==> config.mk <==
export PLATFORM = sky130hd
export DESIGN_NAME = spi_master
export DESIGN_NICKNAME = d
export VERILOG_FILES = /design/src/rtl/spi_pkg.sv /design/src/rtl/spi_clk_gen.sv /design/src/rtl/spi_master.sv
export SDC_FILE = /design/constraint.sdc
export NUM_CORES = 1
export LEC_CHECK = 0
export BUFFER_PORTS_ARGS = -buffer_cell sky130_fd_sc_hd__clkbuf_2
export CAP_MARGIN = 15
export CORE_AREA = 2 2 97 71
export CTS_BUF_LIST = sky130_fd_sc_hd__clkbuf_4 sky130_fd_sc_hd__clkbuf_8
export DETAILED_ROUTE_END_ITERATION = 16
export DIE_AREA = 0 0 99 73
export PLACE_DENSITY = 0.53
export SETUP_SLACK_MARGIN = 0.4
export SYNTH_ARGS = -nofsm -noshare
export SYNTH_HDL_FRONTEND = slang
export SYNTH_SLANG_ARGS = --single-unit
==> constraint.sdc <==
create_clock -name clk -period 1.6 [get_ports clk]
set_input_delay 0 -clock clk [delete_from_list [all_inputs] [get_ports clk]]
set_output_delay 0 -clock clk [all_outputs]
set_load 0.05 [all_outputs]
==> src/rtl/spi_pkg.sv <==
// Shared types and defaults for the SPI initiator and its clock generator.
package spi_pkg;

  localparam int DEFAULT_DATA_WIDTH = 8;

  typedef enum logic [2:0] {
    IDLE     = 3'd0,
    SETUP    = 3'd1,
    SHIFT    = 3'd2,
    HOLD     = 3'd3,
    REARM_HI = 3'd4,
    REARM_LO = 3'd5
  } spi_state_e;

endpackage

==> src/rtl/spi_clk_gen.sv <==
// Half-period tick generator: counts 0..HALF_PERIOD-1 while enabled, ticks on wrap.
module spi_clk_gen #(
  parameter int HALF_PERIOD = 4
) (
  input  logic clk,
  input  logic reset_n,
  input  logic en,
  output logic tick
);

  // Keep at least one counter bit so HALF_PERIOD=1 still elaborates; the compare is then always true.
  localparam int CW = (HALF_PERIOD > 1) ? $clog2(HALF_PERIOD) : 1;
  localparam logic [CW-1:0] LAST = CW'(HALF_PERIOD - 1);

  logic [CW-1:0] cnt;

  always_ff @(posedge clk or negedge reset_n) begin
    if (!reset_n) begin
      cnt <= '0;
    end else if (!en) begin
      cnt <= '0;
    end else if (cnt == LAST) begin
      cnt <= '0;
    end else begin
      cnt <= cnt + 1'b1;
    end
  end

  assign tick = en && (cnt == LAST);

endmodule

==> src/rtl/spi_master.sv <==
// SPI initiator: one full-duplex DATA_WIDTH-bit transfer per accepted start, MSB first,
// followed by a single SCLK pulse with CS high to re-arm the slave's bit counter.
module spi_master
  import spi_pkg::*;
#(
  parameter int DATA_WIDTH  = DEFAULT_DATA_WIDTH,
  parameter int HALF_PERIOD = 4
) (
  input  logic                  clk,
  input  logic                  reset_n,
  input  logic                  start,
  input  logic [DATA_WIDTH-1:0] masterDataToSend,
  output logic [DATA_WIDTH-1:0] masterDataReceived,
  output logic                  busy,
  output logic                  done,
  output logic                  SCLK,
  output logic                  CS,
  output logic                  MOSI,
  input  logic                  MISO,
  output spi_state_e            state
);

  // Handshake: start is a level sampled only while state==IDLE; busy rises the cycle
  // after acceptance and falls in the same cycle done pulses for one clk.

  localparam int EW = $clog2(2 * DATA_WIDTH);
  localparam logic [EW-1:0] LAST_EDGE = EW'(2 * DATA_WIDTH - 1);

  logic                  tick;
  logic [DATA_WIDTH-1:0] shreg;
  logic [DATA_WIDTH-1:0] rx;
  logic [EW-1:0]         edge_cnt;

  spi_clk_gen #(
    .HALF_PERIOD(HALF_PERIOD)
  ) u_clk_gen (
    .clk    (clk),
    .reset_n(reset_n),
    .en     (state != IDLE),
    .tick   (tick)
  );

  always_ff @(posedge clk or negedge reset_n) begin
    if (!reset_n) begin
      state              <= IDLE;
      CS                 <= 1'b1;
      SCLK               <= 1'b0;
      MOSI               <= 1'b0;
      busy               <= 1'b0;
      done               <= 1'b0;
      masterDataReceived <= '0;
      shreg              <= '0;
      rx                 <= '0;
      edge_cnt           <= '0;
    end else begin
      done <= 1'b0;
      case (state)
        IDLE: begin
          if (start) begin
            shreg    <= masterDataToSend;
            CS       <= 1'b0;
            busy     <= 1'b1;
            edge_cnt <= '0;
            state    <= SETUP;
          end
        end
        SETUP: begin
          if (tick) begin
            edge_cnt <= '0;
            state    <= SHIFT;
          end
        end
        SHIFT: begin
          if (tick) begin
            // Even edges rise and launch the next bit; odd edges fall and capture MISO.
            if (!edge_cnt[0]) begin
              SCLK  <= 1'b1;
              MOSI  <= shreg[DATA_WIDTH-1];
              shreg <= {shreg[DATA_WIDTH-2:0], 1'b0};
            end else begin
              SCLK <= 1'b0;
              rx   <= {rx[DATA_WIDTH-2:0], MISO};
            end
            if (edge_cnt == LAST_EDGE) begin
              edge_cnt <= '0;
              state    <= HOLD;
            end else begin
              edge_cnt <= edge_cnt + 1'b1;
            end
          end
        end
        HOLD: begin
          if (tick) begin
            CS    <= 1'b1;
            MOSI  <= 1'b0;
            state <= REARM_HI;
          end
        end
        REARM_HI: begin
          if (tick) begin
            SCLK  <= 1'b1;
            state <= REARM_LO;
          end
        end
        REARM_LO: begin
          if (tick) begin
            SCLK               <= 1'b0;
            masterDataReceived <= rx;
            done               <= 1'b1;
            busy               <= 1'b0;
            state              <= IDLE;
          end
        end
        default: state <= IDLE;
      endcase
    end
  end

endmodule
==> impl_metrics.env <==
export IMPL_status="completed"
export IMPL_fin_crit_sh=0.930
export IMPL_io_pins=28
export IMPL_vdd_ir_drop_max_uv=812
export IMPL_drv_cap=0
export IMPL_fin_skew_ps=3.79
export IMPL_r2r_cells=4
export IMPL_ctsLongestPathBuffers=2
export IMPL_viasPerCell=4.61
export IMPL_grt_max_degree=29
export IMPL_layout_commonest_cell="dfrtp_1"
export IMPL_netlist_area_leader_share=0.506
export IMPL_synth_fp_nets=165
export IMPL_reg2reg_to="rx[4]"
export IMPL_drc=0
export IMPL_async_flop_share=1.00
export IMPL_hpwl_mm=2.55
export IMPL_timing_slew_headroom=0.519
export IMPL_multiInputGateArea_um2=965
export IMPL_hold_violations=0
export IMPL_synth_cells=151
export IMPL_r2r_slack_ps=110
export IMPL_r2r_start="u_clk_gen.cnt[0]"
export IMPL_cp_end_kind="flip-flop"
export IMPL_min_to="shreg[2]"
export IMPL_first_global_vias=1308
export IMPL_holdCritStartpoint="masterDataToSend[2]"
export IMPL_final_cell_mix="dfrtp_1 (33), clkbuf_2 (25), buf_4 (16)"
export IMPL_numCtsBuffers=5
export IMPL_p_total_w=0.00442
export IMPL_synth_area_um2=1830
export IMPL_postRouteAntennaNets=0
export IMPL_fp_dieW_um=99
export IMPL_yosys_register_bits=38
export IMPL_worstSetupStartpointType="flip-flop"
export IMPL_port_buffers=27
export IMPL_path_class="reg2reg"
export IMPL_worstPathMaxFanout=8
export IMPL_place_congestion=0.720
export IMPL_p_per_area_nw_per_um2=1690
export IMPL_fin_crit_ps=1490
export IMPL_diodes=0
export IMPL_root_buffer="clkbuf_8"
export IMPL_core_area_um2=6410
export IMPL_drt_wl_total_mm=4.36
export IMPL_clock_sink_count=38
export IMPL_clk_pin_slew_worst_paths_ps=80
export IMPL_cts_tree="done"
export IMPL_drv_slew=0
export IMPL_grt_use_total=0.126
export IMPL_htreeDepth=2
export IMPL_die_area_um2=7230
export IMPL_hold_depth=3
export IMPL_wl_per_cell_um=14.8
export IMPL_die_h_um=73
export IMPL_synth_warnings=0
export IMPL_clock_latency_ps=290
export IMPL_dr_total_vias=1359
export IMPL_dpl_cell_area_um2=2100
export IMPL_tightestPinTransition_ps=722
export IMPL_pre_cts_ws_ps=-14.7
export IMPL_cp_arrival_ps=1670
export IMPL_fill_cells=606
export IMPL_fmax_mhz=672
export IMPL_yosysSeqAreaShare=0.521
export IMPL_p_leak_nw=1.28
export IMPL_antenna_found_initial=0
export IMPL_floorplan_initialDensity=0.285
export IMPL_dr_pass1_iters=4
export IMPL_avgSynthCellArea_um2=12.1
export IMPL_hold_path_class="in2reg"
export IMPL_fin_setup_tns_ps=0
export IMPL_synth_edf_count=0
export IMPL_dp_cells=261
export IMPL_synthFlopType="dfrtp_1"
export IMPL_nets=227
export IMPL_dr_first_iter_drc_count=71
export IMPL_grt_pass1_wl_mm=6.89
export IMPL_stdcell_count=295
export IMPL_worstPathRequired_ps=1780
export IMPL_regArea_um2=957
export IMPL_rsz0062_at_grt="yes"
export IMPL_yosys_top_cells_area="dfrtp_1 (51%), mux2_4 (6.6%), mux2i_1 (4.9%)"
export IMPL_setup_slack_ps=112
export IMPL_synth_distinct_cells=41
export IMPL_stdcell_area_um2=2620
export IMPL_fp_row_count=25
export IMPL_setup_viol=0
export IMPL_synth_top_area_cell="dfrtp_1"
export IMPL_gr_total_overflow=0
export IMPL_drive_above_1_share=0.537
export IMPL_syn2layout_area_growth_pct=43.0
==> sequential cells by signal (all words and copies together), names as in the netlist, 2 cells and up <==
signal and count:
masterDataReceived 8, rx 8, shreg 8, edge_cnt 4
state 3, u_clk_gen.cnt 2
==> cell type report <==
class | instances | share of cell area
inverters | 4 | 0.00574
clock inverters | 2 | 0.00478
clock buffers | 6 | 0.0316
flip-flops and latches | 38 | 0.366
repair buffers | 63 | 0.184
well taps | 81 | 0.0388
multi-input cells | 101 | 0.369
==> report_power, final <==
part	switching [W]	leakage (nW)	internal [W]
sequential	0.000271	0.496	0.00125
combinational	0.00120	0.736	0.00101
clock	0.000352	0.0472	0.000346
total	0.00182	1.28	0.00260
==> synthesized netlist by cell type (all sizes together) (2+ instances only) <==
library cell	instances
a21oi	6
buf	7
clkbuf	3
dfrtp	37
ha	2
inv	4
mux2	16
mux2i	9
nand2	16
nand2b	3
nand3	5
nand3b	4
nor2	4
nor2b	2
nor3	2
nor3b	2
o21ai	15
==> cell families (layout without fill, tap and decap cells) <==
group	after synthesis	in the layout	share of synthesized area
simple gates	41	42	0.137
flops	38	38	0.521
compound gates	30	31	0.109
mux	25	25	0.164
buf+inv	14	75	0.0506
fa+ha+maj	2	2	0.0137
xor+xnor	1	1	0.00479
==> per-layer routing <==
layer  routed length [µm]  track usage  vias to the layer above  share of wire
li1                     -            -                      664              -
met1                 2250        0.184                      670           0.52
met2                 1910        0.172                       23           0.44
met3                  172       0.0441                        2          0.039
met4                   21       0.0396                        0         0.0048
met5                    0            0                        -              0
==> worst max-delay path by stage <==
stage,from,to,slack (ps),cells after the start
final,u_clk_gen.cnt[0],rx[4],110,4
after global routing,u_clk_gen.cnt[0],state[0],50,7
after CTS,u_clk_gen.cnt[0],rx[3],140,4
after detailed placement,u_clk_gen.cnt[0],masterDataReceived[3],-10,4
after global placement,u_clk_gen.cnt[0],masterDataReceived[0],20,4
after floorplan,state[1],masterDataReceived[0],5,5
==> critical path, stage by stage (launching register included) <==
cell and delay, ps:
dfrtp_1 410, ha_4 190, and4bb_2 290, nand2_8 140, mux2_2 340
==> repair_timing <==
| action | 4_1_cts | 5_1_grt |
|---|---|---|
| hold buffers | 9 | 0 |
| gates cloned | 2 | 0 |
| setup buffers | 10 | 5 |
| pin swaps | 5 | 14 |
| hold endpoints to repair | 33 | 0 |
| endpoints found under the setup margin | 34 | 35 |
| resized for setup | 27 | 28 |
==> per-stage QoR <==
step | hold slack, ps | util
floorplan | -296 | -
global placement | 97.2 | 0.327
global route | 17.5 | 0.408
finish | 14.7 | 0.408
CTS | 12.2 | 0.387
detailed placement | 92.0 | 0.327
No activity file was read; power rests on OpenSTA's default activity.
